File: src/rtl/turn_signal_seq.sv
// turn_signal_seq: left/right/hazard lamp controller, LAMPS lamps per side.
// Define TURN_SEQ_SWEEP_EN for the outward sweep; otherwise sides blink whole.
module turn_signal_seq #(
    parameter int TICK_DIV = 12500000,
    parameter int LAMPS    = 3
) (
    input  logic             CLOCK_50,
    input  logic             RESET_N,
    input  logic             left_req,
    input  logic             right_req,
    input  logic             hazard_req,
    output logic [LAMPS-1:0] LEDL,
    output logic [LAMPS-1:0] LEDR,
    output logic [1:0]       mode,
    output logic             step_tick
);

    localparam int CW = $clog2(TICK_DIV);
`ifdef TURN_SEQ_SWEEP_EN
    localparam int PW = $clog2(LAMPS + 1);
`else
    localparam int PW = 1;
`endif

    typedef enum logic [1:0] {
        M_IDLE  = 2'd0,
        M_LEFT  = 2'd1,
        M_RIGHT = 2'd2,
        M_HAZ   = 2'd3
    } mode_t;

    mode_t            mode_q;
    mode_t            mode_n;
    mode_t            req_mode;
    logic [CW-1:0]    presc_q;
    logic [CW-1:0]    presc_n;
    logic [PW-1:0]    phase_q;
    logic [PW-1:0]    phase_n;
    logic [PW-1:0]    last_phase;
    logic             cur_tick;
    logic             tick_n;
    logic [LAMPS-1:0] side_pat;
    logic [LAMPS-1:0] ledl_n;
    logic [LAMPS-1:0] ledr_n;
    logic             req_haz;
    logic             req_left;
    logic             req_right;

    assign req_haz   = hazard_req | (left_req & right_req);
    assign req_left  = left_req & ~right_req & ~hazard_req;
    assign req_right = right_req & ~left_req & ~hazard_req;

    // Arbitrate the level requests into one requested mode.
    always_comb begin
        req_mode = M_IDLE;
        unique case (1'b1)
            req_haz:   req_mode = M_HAZ;
            req_left:  req_mode = M_LEFT;
            req_right: req_mode = M_RIGHT;
            default:   req_mode = M_IDLE;
        endcase
    end

    // Next mode, prescaler and phase; a mode change restarts the pattern.
    always_comb begin
        mode_n     = mode_q;
        presc_n    = presc_q;
        phase_n    = phase_q;
        cur_tick   = (mode_q != M_IDLE) && (presc_q == CW'(TICK_DIV - 1));
`ifdef TURN_SEQ_SWEEP_EN
        last_phase = (mode_q == M_HAZ) ? PW'(1) : PW'(LAMPS);
`else
        last_phase = PW'(1);
`endif
        if (req_mode != mode_q) begin
            mode_n  = req_mode;
            presc_n = '0;
            phase_n = '0;
        end else if (mode_q == M_IDLE) begin
            presc_n = '0;
            phase_n = '0;
        end else if (cur_tick) begin
            presc_n = '0;
            phase_n = (phase_q == last_phase) ? '0 : phase_q + PW'(1);
        end else begin
            presc_n = presc_q + CW'(1);
        end
        tick_n = (mode_n != M_IDLE) && (presc_n == CW'(TICK_DIV - 1));
    end

    // Lamp pattern for the upcoming mode/phase, so lamps track mode exactly.
    always_comb begin
        side_pat = '0;
        ledl_n   = '0;
        ledr_n   = '0;
`ifdef TURN_SEQ_SWEEP_EN
        for (int i = 0; i < LAMPS; i++) begin
            side_pat[i] = (i < int'(phase_n));
        end
`else
        side_pat = (phase_n != '0) ? '1 : '0;
`endif
        case (mode_n)
            M_LEFT:  ledl_n = side_pat;
            M_RIGHT: ledr_n = side_pat;
            M_HAZ: begin
                ledl_n = (phase_n != '0) ? '1 : '0;
                ledr_n = (phase_n != '0) ? '1 : '0;
            end
            default: begin
                ledl_n = '0;
                ledr_n = '0;
            end
        endcase
    end

    // State and registered outputs.
    always_ff @(posedge CLOCK_50 or negedge RESET_N) begin
        if (!RESET_N) begin
            mode_q    <= M_IDLE;
            presc_q   <= '0;
            phase_q   <= '0;
            LEDL      <= '0;
            LEDR      <= '0;
            step_tick <= 1'b0;
        end else begin
            mode_q    <= mode_n;
            presc_q   <= presc_n;
            phase_q   <= phase_n;
            LEDL      <= ledl_n;
            LEDR      <= ledr_n;
            step_tick <= tick_n;
        end
    end

    assign mode = mode_q;

endmodule

File: config.mk
export PLATFORM = sky130hd
export DESIGN_NAME = turn_signal_seq
export DESIGN_NICKNAME = d
export VERILOG_FILES = /design/src/rtl/turn_signal_seq.sv
export SDC_FILE = /design/constraint.sdc
export NUM_CORES = 1
export LEC_CHECK = 0
export ABC_CLOCK_PERIOD_IN_PS = 7100
export CAP_MARGIN = 20
export CORE_AREA = 2 2 54 66
export CTS_BUF_LIST = sky130_fd_sc_hd__clkbuf_4
export CTS_CLUSTER_DIAMETER = 60
export DETAILED_ROUTE_END_ITERATION = 7
export DIE_AREA = 0 0 56 68
export MAX_ROUTING_LAYER = met4
export PLACE_DENSITY_LB_ADDON = 0.2
export SYNTH_ARGS = -nofsm -noshare
export SYNTH_HDL_FRONTEND = slang
export SYNTH_SLANG_ARGS = --single-unit
File: constraint.sdc
create_clock -name CLOCK_50 -period 7.1 [get_ports CLOCK_50]
set_clock_uncertainty 0.2 [all_clocks]
set_input_delay 0.71 -clock CLOCK_50 [delete_from_list [all_inputs] [get_ports CLOCK_50]]
set_output_delay 0.71 -clock CLOCK_50 [all_outputs]
set_load 0.01 [all_outputs]
# [Word level (Yosys, flattened, before mapping)]
# Index checks and enable logic that the tools add are counted.
[totals] in_bits=5 ff_bits=34 out_inout_bits=9 elab_cells=42
[op_classes] eq_ne=6 n_mux=12 bitwise=9 n_addsub=2 reduce_logical=7
[ops] op="24-bit two-way mux" n=3
[ops] op="24-bit == test (second input constant)" n=2
[ops] op="24-bit by 1-bit adder with 24-bit output (second input constant)" n=1
[ops] op="3-bit two-way mux" n=3
[ops] op="2-bit case mux with 3 select lines" n=1
[ops] op="1-bit bitwise AND" n=5
[ops] op="2-bit == test (second input constant)" n=2
[ops] op="1-bit two-way mux" n=4
[ops] op="2-bit nonzero test" n=2
[ops] op="2-bit OR reduction" n=2
[ops] op="1-bit NOT" n=3
[ops] op="2-bit by 1-bit == test with 1-bit output (second input constant)" n=1
[ops] op="1-bit logical AND" n=2
[ops] op="2-bit zero test" n=1
[ops] op="2-bit two-way mux" n=1
[ops] op="2-bit inequality test" n=1
[ops] op="1-bit adder (second input constant)" n=1
[ops] op="1-bit bitwise OR" n=1

# [Longest topological paths before layout]
[logic_depth] ltp_word=9 depth_mapped=8 ltp_nobuf=7

# [Worst setup path after synthesis]
# Ideal clock, no wire load.
[synth_timing] path_type="in2reg" from="input port hazard_req" to="register step_tick" path_buffers=1 required_time_ns=6.804 stages=7 arrival_time_ns=2.374 path_slack_ns=4.431 setup_ns=0.096 path_cell_list="or2_2 -> nor4b_1 -> a31oi_1 -> or2_2 -> clkbuf_1 -> or3_1 -> nor4_2"
[synth_between] elab_chain_len=7 elab_cells_between_ends=11 cone_classes="eq/ne: 2; mux: 3; bitwise: 4; reduce/logical: 2"
[synth_rtl] item="start, declared" line="11" rtl="input logic hazard_req,"
[synth_rtl] item="1-bit NOT" line="50, 51"
[synth_rtl] item="1-bit bitwise AND, on equally long branches" line="51, 50"
[synth_rtl] item="2-bit case mux with 3 select lines *" line="56" rtl="unique case (1'b1)"
[synth_rtl] item="2-bit inequality test" line="75" rtl="if (req_mode != mode_q) begin"
[synth_rtl] item="24-bit two-way mux / 2-bit two-way mux (equally long branches)" line="75"
[synth_rtl] item="24-bit == test / 2-bit nonzero test (equally long branches)" line="88" rtl="tick_n = (mode_n != M_IDLE) && (presc_n == CW'(TICK_DIV - 1));"
[synth_rtl] item="1-bit logical AND *" line="88"
[synth_rtl] item="net tick_n" line="41" rtl="logic tick_n;"
[synth_rtl] item="end signal, assigned" line="132" rtl="step_tick <= tick_n;"
[synth_rtl] item="end, declared" line="15" rtl="output logic step_tick"
# The timed path passes the listed nets; every way through them passes the cells marked *.

# [Worst setup path in the final report]
[layout_timing] from="input port hazard_req" to="register step_tick"
[layout_between] elab_chain_len=7 elab_cells_between_ends=11 cone_classes="eq/ne: 2; mux: 3; bitwise: 4; reduce/logical: 2"
[layout_rtl] item="1-bit NOT" line="50, 51"
[layout_rtl] item="1-bit bitwise AND, on equally long branches" line="51, 50"
[layout_rtl] item="2-bit case mux with 3 select lines *" line="56"
[layout_rtl] item="2-bit inequality test" line="75"
[layout_rtl] item="2-bit two-way mux *" line="75"
[layout_rtl] item="net mode_n[1]" line="33" rtl="mode_t mode_n;"
[layout_rtl] item="2-bit nonzero test *" line="88"
[layout_rtl] item="1-bit logical AND *" line="88"
[layout_rtl] item="net tick_n" line="41"
# Marks and branches as above.

==> flow_summary.toml <==
[run_status]
status = "finished, final reports clean"

[yosys]
yosys_warnings = 0
ys_seq_area_share_pct = 44.8
synth_cell_types = 39
postSynthAreaPerCell_um2 = 9.42
synth_edf_count = 0
ys.flop_type = "dfrtp_1"
netlist_area_um2 = 1680
synthCells = 178
async_flop_share_pct = 100
synthesis.nets = 184
synth_seq_cells = 30

[placed_design]
post-dp-hpwl_um = 2480
port_buffers = 13
place.gp.congestion = 0.825

[cts]
h-tree-depth = 2
cts_sinks = 30
ctsHoldBuffers = 0
numCtsBuffers = 5
path_clk_slew_ps = 90
postCtsSetupBuffers = 0
cts_root_buf = "clkbuf_4"
cts_max_path_buffers = 2
cts_tree = "yes"
clk_latency_ps = 330
cts_resized = 0

[final_layout]
final.fill_count = 287
mostFrequentLayoutCells = "nor2_1 (35), dfrtp_1 (30), xnor2_1 (14), nand2_1 (13), clkdlybuf4s50_1 (13)"
layout_commonest_cell = "nor2_1"
drive_gt1_share_pct = 11.6
diodes = 0
fin_nets = 195
area_growth_pct = 10.8
final_util_pct = 57.6

[global_route]
grtUsageMet3_pct = 5.10
grt-ovfl-total = 0
grt_max_degree = 31
gr-usage-all-layers_pct = 21.3
antenna_found_initial = 0
grt_pass1_vias = 1284
busiest_layer = "met2"
grt_util_met2_pct = 35.4
use_met1_pct = 24.5
grt_pass1_wl_um = 5980

[floorplanning]
placementRows = 23
dieWidth_um = 56
die_h_um = 68
die_area_um2 = 3810
io_pins = 14
core_area_um2 = 3220
initial_core_util_pct = 52.0

[timing]
tightest_slew_ps = 483
hold_viol_final = 0
slew_headroom_pct = 67.8
whs_ps = 336
setup_violations = 0
fin_crit_sh_pct = 43.2
grt_setup_unrepaired = "no"
max_freq_ghz = 0.326
slew_violations = 0
fin_crit_ps = 3060
tns_ps = 0

[critical_path]
ff2ff_path_depth = 7
crit_required_ps = 7130
r2r_slack_ps = 4280
cpMaxStageDelayCell = "or2_2"
arrival_ps = 3100
end_kind = "flip-flop"
cp-start-kind = "input pin"
crit_end = "step_tick"
cpPeakStageDelay_ps = 510
critPathLaunch = "hazard_req"
crit_path_cell_trace = "clkdlybuf4s50_1 > or2_2 > nor4b_1 > a31oi_1 > or2_2 > or3_1 > nor4_2"
r2r-end = "step_tick"
reg2reg_from = "presc_q[0]"
crit_top_cell = "or2_2"
critPathKind = "input pin to flip-flop"
cp_max_fo = 25

[detailed_routing]
viasPerCell = 5.81
vias = 1312
drt_iter0_markers = 38
drc = 0
drtPass1Iterations = 4
wirelength_um = 3510
ant_nets = 0
avgRoutedWirePerCell_um = 15.5

[min_path]
min_path_type = "flip-flop to flip-flop"

[job]
cap_viol_max_count = 0

[power]
ir_worst_vdd_uv = 105
p_leak_uw = 0.000744
power.density_nw_per_um2 = 160
worst max-delay path: cells and delay by family:
| kind | cells | cell delay (ps) |
|---|---|---|
| buf+inv | 1 | 430 |
| simple gates | 5 | 1840 |
| compound gates | 1 | 90 |
cell type report:
| cell class | instances | area, µm² | area share (%) |
|---|---|---|---|
| Inverter | 7 | 26.3 | 1.41 |
| Clock buffer | 7 | 52.6 | 2.83 |
| Sequential cell | 30 | 751 | 40.4 |
| Tap cell | 37 | 46.3 | 2.49 |
| Multi-Input combinational cell | 131 | 845 | 45.5 |
| Timing Repair Buffer | 14 | 138 | 7.41 |
state kept, by name, summed over array words and instances (netlist names):
signal,cells
presc_q,24
LEDR,1
step_tick,1
phase_q,1
mode,2
LEDL,1
metrics by stage:
step | setup slack (ps) | total power, µW | area [µm²] | instances
after floorplan | 4430 | 190 | 1680 | 178
after global placement | 3840 | 199 | 1810 | 219
after detailed placement | 3710 | 200 | 1810 | 219
after CTS | 4040 | 300 | 1860 | 226
after global routing | 3910 | 311 | 1860 | 226
final | 4040 | 296 | 1860 | 226
how the worst min path moves through the flow:
stage                      from     endpoint  slack [ps]  cells past startpoint
floorplan               RESET_N      LEDL[1]         210                      0
global placement     presc_q[0]   presc_q[0]         320                      1
detailed placement   presc_q[0]   presc_q[0]         330                      1
CTS                  presc_q[0]   presc_q[0]         340                      1
global route        presc_q[23]  presc_q[23]         400                      2
finish               presc_q[0]   presc_q[0]         340                      1
synth_stat cells (all sizes together) (3+ instances only):
master  instances  area [µm²]
nor4            6        58.8
inv             7        26.3
nor3            7        40.0
or2             4        25.0
xor2           10        87.6
xnor2          14         123
nor2b           3        18.8
dfrtp          30         751
nand2          13        48.8
buf             6        40.0
nand4           5        52.6
nand3           8        40.0
clkbuf          4        15.0
nor2           35         131
layer usage:
layer	vias up	share of wire, %
li1	625	-
met1	643	44
met2	37	50
met3	7	4.9
met4	0	1.4
met5	-	0
report_power, final:
group / switching [µW] / internal (µW) / total (µW)
Clock: 55.2 / 44.9 / 100
Sequential: 3.13 / 173 / 176
Combinational: 13.0 / 7.21 / 20.2
Total: 71.3 / 225 / 296
cells by family after synthesis:
| logic type | share of synthesized area, % |
|---|---|
| simple gates | 32.2 |
| mux | 1.34 |
| buf+inv | 4.85 |
| compound gates | 3.58 |
| flops | 44.8 |
| fa+ha+maj | 0.746 |
| xor+xnor | 12.5 |
Power figures use the tool's default switching activity.
